File: src/rtl/rt_pkg.sv
`default_nettype none
// ============================================================================
// Module      : rt_pkg
// Description : Shared ray-traversal constants and types for the hit stages.
// Revision    : 1.0 - initial release
// ============================================================================
package rt_pkg;

    localparam logic [31:0] FLOAT_POS_INF     = 32'h7f800000;
    localparam logic [31:0] FLOAT_EPS_DEFAULT = 32'h322bcc77;
    localparam int          TRI_W_DEFAULT     = 16;

    typedef enum logic [1:0] {
        IDLE   = 2'd0,
        ACCUM  = 2'd1,
        REPORT = 2'd2
    } chst_state_t;

    typedef struct packed {
        logic                     hit;
        logic [31:0]              t;
        logic [TRI_W_DEFAULT-1:0] tri_id;
    } hit_rec_t;

endpackage
`default_nettype wire

File: src/rtl/closest_hit_tracker_if.sv
`default_nettype none
// ============================================================================
// Module      : closest_hit_tracker_if
// Description : Candidate input and result output handshakes of the tracker.
// Revision    : 1.0 - initial release
// ============================================================================
interface closest_hit_tracker_if #(
    parameter int TRI_W = 16,
    parameter int CNT_W = 16
) ();

    logic             start;
    logic             in_valid;
    logic             in_ready;
    logic             in_hit;
    logic [31:0]      in_t;
    logic [TRI_W-1:0] in_tri_id;
    logic             in_last;
    logic             out_valid;
    logic             out_ready;
    logic             out_hit;
    logic [31:0]      out_t;
    logic [TRI_W-1:0] out_tri_id;
    logic [CNT_W-1:0] out_count;

    modport master (
        output start, in_valid, in_hit, in_t, in_tri_id, in_last, out_ready,
        input  in_ready, out_valid, out_hit, out_t, out_tri_id, out_count
    );

    modport slave (
        input  start, in_valid, in_hit, in_t, in_tri_id, in_last, out_ready,
        output in_ready, out_valid, out_hit, out_t, out_tri_id, out_count
    );

endinterface
`default_nettype wire

File: src/rtl/closest_hit_tracker_hit_qualify.sv
`default_nettype none
// ============================================================================
// Module      : hit_qualify
// Description : Flags a contact as a new nearest-hit candidate (integer t compare).
// Revision    : 1.0 - initial release
// ============================================================================
module hit_qualify
    import rt_pkg::*;
#(
    parameter logic [31:0] T_MIN = FLOAT_EPS_DEFAULT
) (
    input  wire logic        i_hit,
    input  wire logic [31:0] i_t,
    input  wire logic [31:0] i_best_t,
    output logic             o_candidate
);

    // Non-negative IEEE singles order the same as their raw bit patterns.
    assign o_candidate = i_hit & ~i_t[31] & (i_t > T_MIN) & (i_t < i_best_t);

endmodule
`default_nettype wire

File: src/rtl/closest_hit_tracker.sv
`default_nettype none
// ============================================================================
// Module      : closest_hit_tracker
// Description : Per-ray nearest-hit reducer with valid/ready result output.
// Revision    : 1.0 - initial release
// ============================================================================
module closest_hit_tracker
    import rt_pkg::*;
#(
    parameter int          TRI_W = 16,
    parameter logic [31:0] T_MIN = FLOAT_EPS_DEFAULT,
    parameter int          CNT_W = 16
) (
    input  wire logic            clk,
    input  wire logic            rst,
    closest_hit_tracker_if.slave bus
);

    localparam logic [CNT_W-1:0] c_CNT_MAX = '1;

    chst_state_t      r_state;
    logic             r_out_valid;
    logic             r_best_hit;
    logic [31:0]      r_best_t;
    logic [TRI_W-1:0] r_best_id;
    logic [CNT_W-1:0] r_count;

    logic             w_xfer;
    logic             w_candidate;

    assign w_xfer = bus.in_valid & (r_state == ACCUM);

    hit_qualify #(
        .T_MIN (T_MIN)
    ) u_hit_qualify (
        .i_hit       (bus.in_hit),
        .i_t         (bus.in_t),
        .i_best_t    (r_best_t),
        .o_candidate (w_candidate)
    );

    always_ff @(posedge clk or posedge rst) begin
        if (rst) begin
            r_state     <= IDLE;
            r_out_valid <= 1'b0;
            r_best_hit  <= 1'b0;
            r_best_t    <= FLOAT_POS_INF;
            r_best_id   <= '0;
            r_count     <= '0;
        end else begin
            case (r_state)
                IDLE: begin
                    if (bus.start) begin
                        r_state    <= ACCUM;
                        r_best_hit <= 1'b0;
                        r_best_t   <= FLOAT_POS_INF;
                        r_best_id  <= '0;
                        r_count    <= '0;
                    end
                end
                ACCUM: begin
                    // A restart wins over a same-cycle transfer, which is dropped.
                    if (bus.start) begin
                        r_best_hit <= 1'b0;
                        r_best_t   <= FLOAT_POS_INF;
                        r_best_id  <= '0;
                        r_count    <= '0;
                    end else if (w_xfer) begin
                        if (r_count != c_CNT_MAX) begin
                            r_count <= r_count + 1'b1;
                        end
                        if (w_candidate) begin
                            r_best_hit <= 1'b1;
                            r_best_t   <= bus.in_t;
                            r_best_id  <= bus.in_tri_id;
                        end
                        if (bus.in_last) begin
                            r_state     <= REPORT;
                            r_out_valid <= 1'b1;
                        end
                    end
                end
                REPORT: begin
                    if (bus.out_ready) begin
                        r_state     <= IDLE;
                        r_out_valid <= 1'b0;
                    end
                end
                default: begin
                    r_state     <= IDLE;
                    r_out_valid <= 1'b0;
                end
            endcase
        end
    end

    assign bus.in_ready   = (r_state == ACCUM);
    assign bus.out_valid  = r_out_valid;
    assign bus.out_hit    = r_best_hit;
    assign bus.out_t      = r_best_t;
    assign bus.out_tri_id = r_best_id;
    assign bus.out_count  = r_count;

endmodule
`default_nettype wire

File: src/flat_wrapper.sv
// flat-port wrapper written by rule: the top's interface ports become plain ports
module closest_hit_tracker_flat import rt_pkg::*;
#(
    parameter int          TRI_W = 16,
    parameter logic [31:0] T_MIN = FLOAT_EPS_DEFAULT,
    parameter int          CNT_W = 16
)
  (clk, rst, bus_start, bus_in_valid, bus_in_hit, bus_in_t, bus_in_tri_id, bus_in_last, bus_out_ready, bus_in_ready, bus_out_valid, bus_out_hit, bus_out_t, bus_out_tri_id, bus_out_count);
  closest_hit_tracker_if #(.TRI_W(TRI_W), .CNT_W(CNT_W)) bus_i ();
  input  wire logic clk;
  input  wire logic rst;
  input wire logic [$bits(bus_i.start)-1:0] bus_start;
  input wire logic [$bits(bus_i.in_valid)-1:0] bus_in_valid;
  input wire logic [$bits(bus_i.in_hit)-1:0] bus_in_hit;
  input wire logic [$bits(bus_i.in_t)-1:0] bus_in_t;
  input wire logic [$bits(bus_i.in_tri_id)-1:0] bus_in_tri_id;
  input wire logic [$bits(bus_i.in_last)-1:0] bus_in_last;
  input wire logic [$bits(bus_i.out_ready)-1:0] bus_out_ready;
  output wire logic [$bits(bus_i.in_ready)-1:0] bus_in_ready;
  output wire logic [$bits(bus_i.out_valid)-1:0] bus_out_valid;
  output wire logic [$bits(bus_i.out_hit)-1:0] bus_out_hit;
  output wire logic [$bits(bus_i.out_t)-1:0] bus_out_t;
  output wire logic [$bits(bus_i.out_tri_id)-1:0] bus_out_tri_id;
  output wire logic [$bits(bus_i.out_count)-1:0] bus_out_count;
  assign bus_i.start = bus_start;
  assign bus_i.in_valid = bus_in_valid;
  assign bus_i.in_hit = bus_in_hit;
  assign bus_i.in_t = bus_in_t;
  assign bus_i.in_tri_id = bus_in_tri_id;
  assign bus_i.in_last = bus_in_last;
  assign bus_i.out_ready = bus_out_ready;
  assign bus_in_ready = bus_i.in_ready;
  assign bus_out_valid = bus_i.out_valid;
  assign bus_out_hit = bus_i.out_hit;
  assign bus_out_t = bus_i.out_t;
  assign bus_out_tri_id = bus_i.out_tri_id;
  assign bus_out_count = bus_i.out_count;
  closest_hit_tracker #(.TRI_W(TRI_W), .T_MIN(T_MIN), .CNT_W(CNT_W)) u_core (.clk(clk), .rst(rst), .bus(bus_i));
endmodule
File: config.mk
export PLATFORM = sky130hd
export DESIGN_NAME = closest_hit_tracker_flat
export DESIGN_NICKNAME = d
export VERILOG_FILES = /design/src/rtl/rt_pkg.sv /design/src/rtl/closest_hit_tracker_if.sv /design/src/rtl/closest_hit_tracker_hit_qualify.sv /design/src/rtl/closest_hit_tracker.sv /design/src/flat_wrapper.sv
export SDC_FILE = /design/constraint.sdc
export NUM_CORES = 1
export LEC_CHECK = 0
export BUFFER_PORTS_ARGS = -buffer_cell sky130_fd_sc_hd__buf_2
export CAP_MARGIN = 40
export CORE_ASPECT_RATIO = 0.8
export CORE_MARGIN = 2
export CORE_UTILIZATION = 45
export DETAILED_ROUTE_END_ITERATION = 6
export GPL_TIMING_DRIVEN = 0
export PLACE_DENSITY_LB_ADDON = 0.25
export SLEW_MARGIN = 20
export SYNTH_ARGS = -nofsm -noshare
export SYNTH_HDL_FRONTEND = slang
export SYNTH_SLANG_ARGS = --single-unit
File: constraint.sdc
create_clock -name clk -period 2.45 [get_ports clk]
set_input_delay 0.3675 -clock clk [delete_from_list [all_inputs] [get_ports clk]]
set_output_delay 0.3675 -clock clk [all_outputs]
set_load 0.005 [all_outputs]
# Yosys cells after proc, flatten, opt, wreduce, memory -nomap -nowiden
# Index checks and enable logic that the tools add are counted.
[totals]
register_bits = 68
latch_bits = 0
mem_bits_rw = 0
romBits = 0
inputBits = 55
word_cells = 62
n_memories = 0
[classes]
addsub = 1
n_mul = 0
div = 0
order_cmp = 2
n_eq_ne = 11
n_shift = 0
n_mux = 30
bitwise_logic = 6
n_reduce_logical = 6
[ops]
columns = ["cell", "count"]
rows = [
  ["$mux 32", 4],
  ["$mux 16", 7],
  ["$pmux 16 s2", 2],
  ["$pmux 32 s2", 1],
  ["$gt 32x30->1 const B", 1],
  ["$lt 32x32->1", 1],
  ["$add 16x1->16 const B", 1],
  ["$ne 16x16->1 const B", 1],
  ["$mux 2", 5],
  ["$reduce_and 5->1", 2],
  ["$ne 3x2->1 const B", 3],
  ["$mux 1", 8],
  ["$ne 2x2->1 const B", 4],
  ["$reduce_and 4->1", 2],
  ["$pmux 2 s3", 1],
  ["$and 1x1->1", 4],
  ["$pmux 1 s3", 1],
  ["$eq 2x1->1 const B", 1],
  ["$eq 2x2->1 const B", 1],
  ["$logic_not 2->1", 1],
  ["$ne 2x1->1 const B", 1],
  ["$not 1->1", 2],
  ["$pmux 1 s2", 1],
  ["$reduce_bool 2->1", 1],
]

# Depth between registers and ports, before layout
[logic_depth]
depth_word = 8
ltp_mapped = 10
ltp_nobuf = 8

# Hierarchy
# From an unflattened synthesis, not the netlist that was laid out.
[unflattened]
cells_unflattened = 483
area_unflattened_um2 = 4051.4
[modules_own_cells]
columns = ["mod", "n_inst", "cells_per_inst", "area_each_um2"]
rows = [
  ["closest_hit_tracker", 1, 343, 3105.5],
  ["hit_qualify", 1, 140, 945.9],
]

# Worst setup path after synthesis
# No wires, ideal clock.
[synth_path]
kind = "input to register"
from = "input port bus_in_t[27]"
to = "register u_core.r_best_t[0], in the netlist u_core.bus.out_t[0]"
setup_time_ps = 79
arrival_time_ps = 2427
path_slack_ps = -57
cell_stages = 8
path_buffers = 2
path_cell_list = "or4_1 nor4_1 nand4_1 a211o_1 nor3_2 buf_4 buf_8 mux2i_1"
[synth_between]
elab_chain_len = 5
word_cells_on_any_way = 6
[synth_rtl]
columns = ["item", "line_no", "source"]
rows = [
  ["from (decl)", "flat_wrapper.sv:15", "input wire logic [$bits(bus_i.in_t)-1:0] bus_in_t;"],
  ["$gt 32x30->1", "closest_hit_tracker_hit_qualify.sv:19", "assign o_candidate = i_hit & ~i_t[31] & (i_t > T_MIN) & (i_t < i_best_t);"],
  ["$and 1x1->1", "closest_hit_tracker_hit_qualify.sv:19", ""],
  ["$and 1x1->1 (*)", "closest_hit_tracker_hit_qualify.sv:19", ""],
  ["$ne 3x2->1 (no source line) (*)", "-", ""],
  ["$reduce_and 4->1 (no source line) (*)", "-", ""],
  ["to (signal assigned)", "closest_hit_tracker.sv:74", "r_best_t <= bus.in_t;"],
  ["to (decl)", "closest_hit_tracker.sv:24", "logic [31:0] r_best_t;"],
]
# Mark *: on every way between the ends. The rest lies on a longest branch, timed or not.
# A chain may end at the register's enable or synchronous reset.

# Final worst setup path
[layout_path]
from = "register u_core.r_best_t[29], in the netlist u_core.bus.out_t[29]"
to = "register u_core.r_best_t[7], in the netlist u_core.bus.out_t[7]"
[layout_between]
elab_chain_len = 4
[layout_rtl]
columns = ["item", "line_no"]
rows = [
  ["$lt 32x32->1", "closest_hit_tracker_hit_qualify.sv:19"],
  ["$and 1x1->1", "closest_hit_tracker_hit_qualify.sv:19"],
  ["$ne 3x2->1 (no source line)", "-"],
  ["$reduce_and 4->1 (no source line)", "-"],
]
# No other way between the ends.

==> impl_metrics.env <==
export IMPL_outcome="finished with violations"
export IMPL_violations="hold timing, setup timing"
export IMPL_layout_drive_gt1_share=0.303
export IMPL_power_leakage_nw=2.60
export IMPL_die_h_um=89.4
export IMPL_fp_row_count=31
export IMPL_clock_skew_ns=0.00982
export IMPL_synth_area_per_cell_um2=8.92
export IMPL_hold_violations=3
export IMPL_relSlewSlack=0.620
export IMPL_crit_path_start_kind="flip-flop"
export IMPL_dpl_hpwl_um=8300
export IMPL_grt_max_degree=47
export IMPL_wire_per_inst_um=15.9
export IMPL_worst_path_max_delay_cell="dfstp_2"
export IMPL_initial_utilization=0.458
export IMPL_synthArstFlopShare=1.00
export IMPL_crit_path_frequent_cell="a211o_1"
export IMPL_critPathMaxFanout=5
export IMPL_ys_seq_area_frac=0.417
export IMPL_post_route_period_util=1.03
export IMPL_syn_nets=547
export IMPL_cts_root_buf="clkbuf_16"
export IMPL_cts_tree="yes"
export IMPL_setup_viol=47
export IMPL_cts_buffer_depth=2
export IMPL_cap_violations=0
export IMPL_die_w_um=111
export IMPL_cts_buffers=9
export IMPL_path_cells="inv_2 -> ha_4 -> a211o_1 -> o211ai_1 -> o2111ai_2 -> a211o_1 -> nor3_4 -> buf_6 -> buf_12 -> mux2i_4"
export IMPL_critPathKind="flip-flop to flip-flop"
export IMPL_mostFrequentLayoutCell="buf_2"
export IMPL_final_cell_mix="buf_2 (121), nand2_1 (104), dfrtp_1 (60)"
export IMPL_die_area_mm2=0.00990
export IMPL_synth_ff_type="dfrtp_1"
export IMPL_holdWs_ns=-0.00146
export IMPL_cts_clk_slew_worst_paths_ns=0.05
export IMPL_cp_data_arrival_time_ns=2.78
export IMPL_fmax_mhz=395
export IMPL_yosysUniqueCellTypes=44
export IMPL_gp_congestion=0.864
export IMPL_core_area_mm2=0.00896
export IMPL_clkLatencyLatePin_ns=0.33
export IMPL_worstMarginPinSlew_ns=0.570
export IMPL_gr_total_overflow=0
export IMPL_p_per_area_mw_per_mm2=550
export IMPL_grt_pass1_vias=3751
export IMPL_rsz0062_at_grt="true"
export IMPL_synth_edff_count=0
export IMPL_drc=0
export IMPL_first_iter_violations=195
export IMPL_n_antenna_cell=0
export IMPL_period_minus_slack_ns=2.53
export IMPL_final_core_util=0.613
export IMPL_synth_area_mm2=0.00410
export IMPL_final_max_slew_viol_count=0
export IMPL_syn_to_final_growth_pct=33.9
export IMPL_r2r_cells=10
export IMPL_hold_class="input port to asynchronous set/reset pin"
export IMPL_placement_io_buffers=121
export IMPL_setup_ws_ns=-0.0786
export IMPL_finalWirelength_um=11500
export IMPL_ant_nets=0
export IMPL_slowest_delay_ns=0.54
export IMPL_end_kind="flip-flop"
export IMPL_yosysWarnings=0
export IMPL_cts_sinks=68
export IMPL_final_area_mm2=0.00549
export IMPL_syn_instance_count=460
export IMPL_placed_area_mm2=0.00490
export IMPL_num_io_pins=122
export IMPL_vias_per_cell=5.35
export IMPL_ir_drop_uv=345
export IMPL_worstPathRequired_ns=2.70
export IMPL_htreeDepth=3
export IMPL_ys_seq_elements=68
export IMPL_antenna_found_initial=0
export IMPL_track_usage=0.233
export IMPL_final_nets=690
export IMPL_grt_pass1_wl_um=18500
export IMPL_routed_via_count=3868
export IMPL_dr_pass1_iters=4
-- worst paths after layout --
kind,start,to,slack [ns]
worst max-delay path,u_core.bus.out_t[29]$_DFFE_PP1P_,u_core.bus.out_t[7]$_DFFE_PP0P_,-0.08
worst min-delay path,rst,u_core.bus.out_tri_id[8]$_DFFE_PP0P_,-0.001
worst max register to register,u_core.bus.out_t[29]$_DFFE_PP1P_,u_core.bus.out_t[7]$_DFFE_PP0P_,-0.08
worst min register to register,u_core.bus.out_hit$_DFFE_PP0P_,u_core.bus.out_hit$_DFFE_PP0P_,0.51
max in group asynchronous,rst,u_core.bus.out_t[24]$_DFFE_PP1P_,1.85
min in group clk,bus_in_tri_id[14],u_core.bus.out_tri_id[14]$_DFFE_PP0P_,0.28
-- routing by layer --
layer  part of all wire  vias to the layer above  global-route usage
met3              0.059                       14              0.0569
met1               0.46                     1866               0.314
met2               0.46                      115               0.376
li1                   -                     1873                   -
met4              0.014                        0              0.0727
met5                  0                        -                   0
-- power breakdown --
part | switching [mW] | internal, mW
Clock | 0.477 | 0.897
Sequential | 0.0263 | 1.16
Combinational | 0.274 | 0.190
Total | 0.778 | 2.25
-- repair_timing --
action / CTS / global route
endpoints found under the setup margin: 63 / 59
gates resized for setup: 17 / 18
hold buffers: 0 / 0
cloned: 1 / 0
setup buffers: 7 / 2
pin swaps: 7 / 9
-- synth_stat cells (5+ instances only) --
master    count  area, µm²
inv_1        35        131
ha_1         32        400
dfrtp_1      60       1500
clkbuf_1     16       60.1
a31oi_1       5       31.3
a21o_1        5       37.5
nor2_1       31        116
nand4_1      12       75.1
mux2i_1      47        470
nand3_1       6       30.0
o21ai_0      24        120
dfstp_2       8        210
a21oi_1      15       75.1
nand2_1     104        390
-- state kept, by name, indices dropped and copies added (netlist names) --
name,cells
u_core.bus.out_t,32
u_core.bus.out_count,16
u_core.bus.out_tri_id,16
u_core.r_state,2
u_core.bus.out_hit,1
u_core.bus.out_valid,1
-- area by class of cell --
class                           count  area [µm²]
Clock inverter                      3        42.5
Buffer                             21         148
Timing Repair Buffer              132         736
Multi-Input combinational cell    336        2300
Sequential cell                    68        1710
Inverter                           35         134
Tap cell                          115         144
Clock buffer                       13         280
Fill cell                         780        3470
-- worst max-delay path: cells and delay by family (launching register included) --
kind,cells,cell delay [ns]
compound gates,4,0.83
flops,1,0.54
buf+inv,3,0.38
simple gates,1,0.29
fa+ha+maj,1,0.21
mux,1,0.21
-- logic make-up (layout without fill, tap and decap cells) --
logic type / after synthesis / in the layout / share of synthesized area
fa+ha+maj: 32 / 32 / 0.0976
simple gates: 186 / 186 / 0.205
buf+inv: 56 / 204 / 0.0576
compound gates: 70 / 70 / 0.106
xor+xnor: 1 / 1 / 0.00213
mux: 47 / 47 / 0.115
flops: 68 / 68 / 0.417
-- stage by stage --
stage	setup WS (ns)	setup TNS (ns)	total power [mW]	std cells	hold slack, ns
2_1_floorplan	0.0103	0	1.45	460	0.487
3_3_place_gp	-0.577	-51.37	1.61	696	0.472
3_5_place_dp	-0.501	-20.20	1.63	697	0.353
4_1_cts	-0.0583	-0.744	3.03	721	0.00432
5_1_grt	-0.148	-4.90	3.17	723	0.0119
6_report	-0.0786	-1.74	3.02	723	-0.00146
Note: power is estimated with default switching activity, not from simulation.
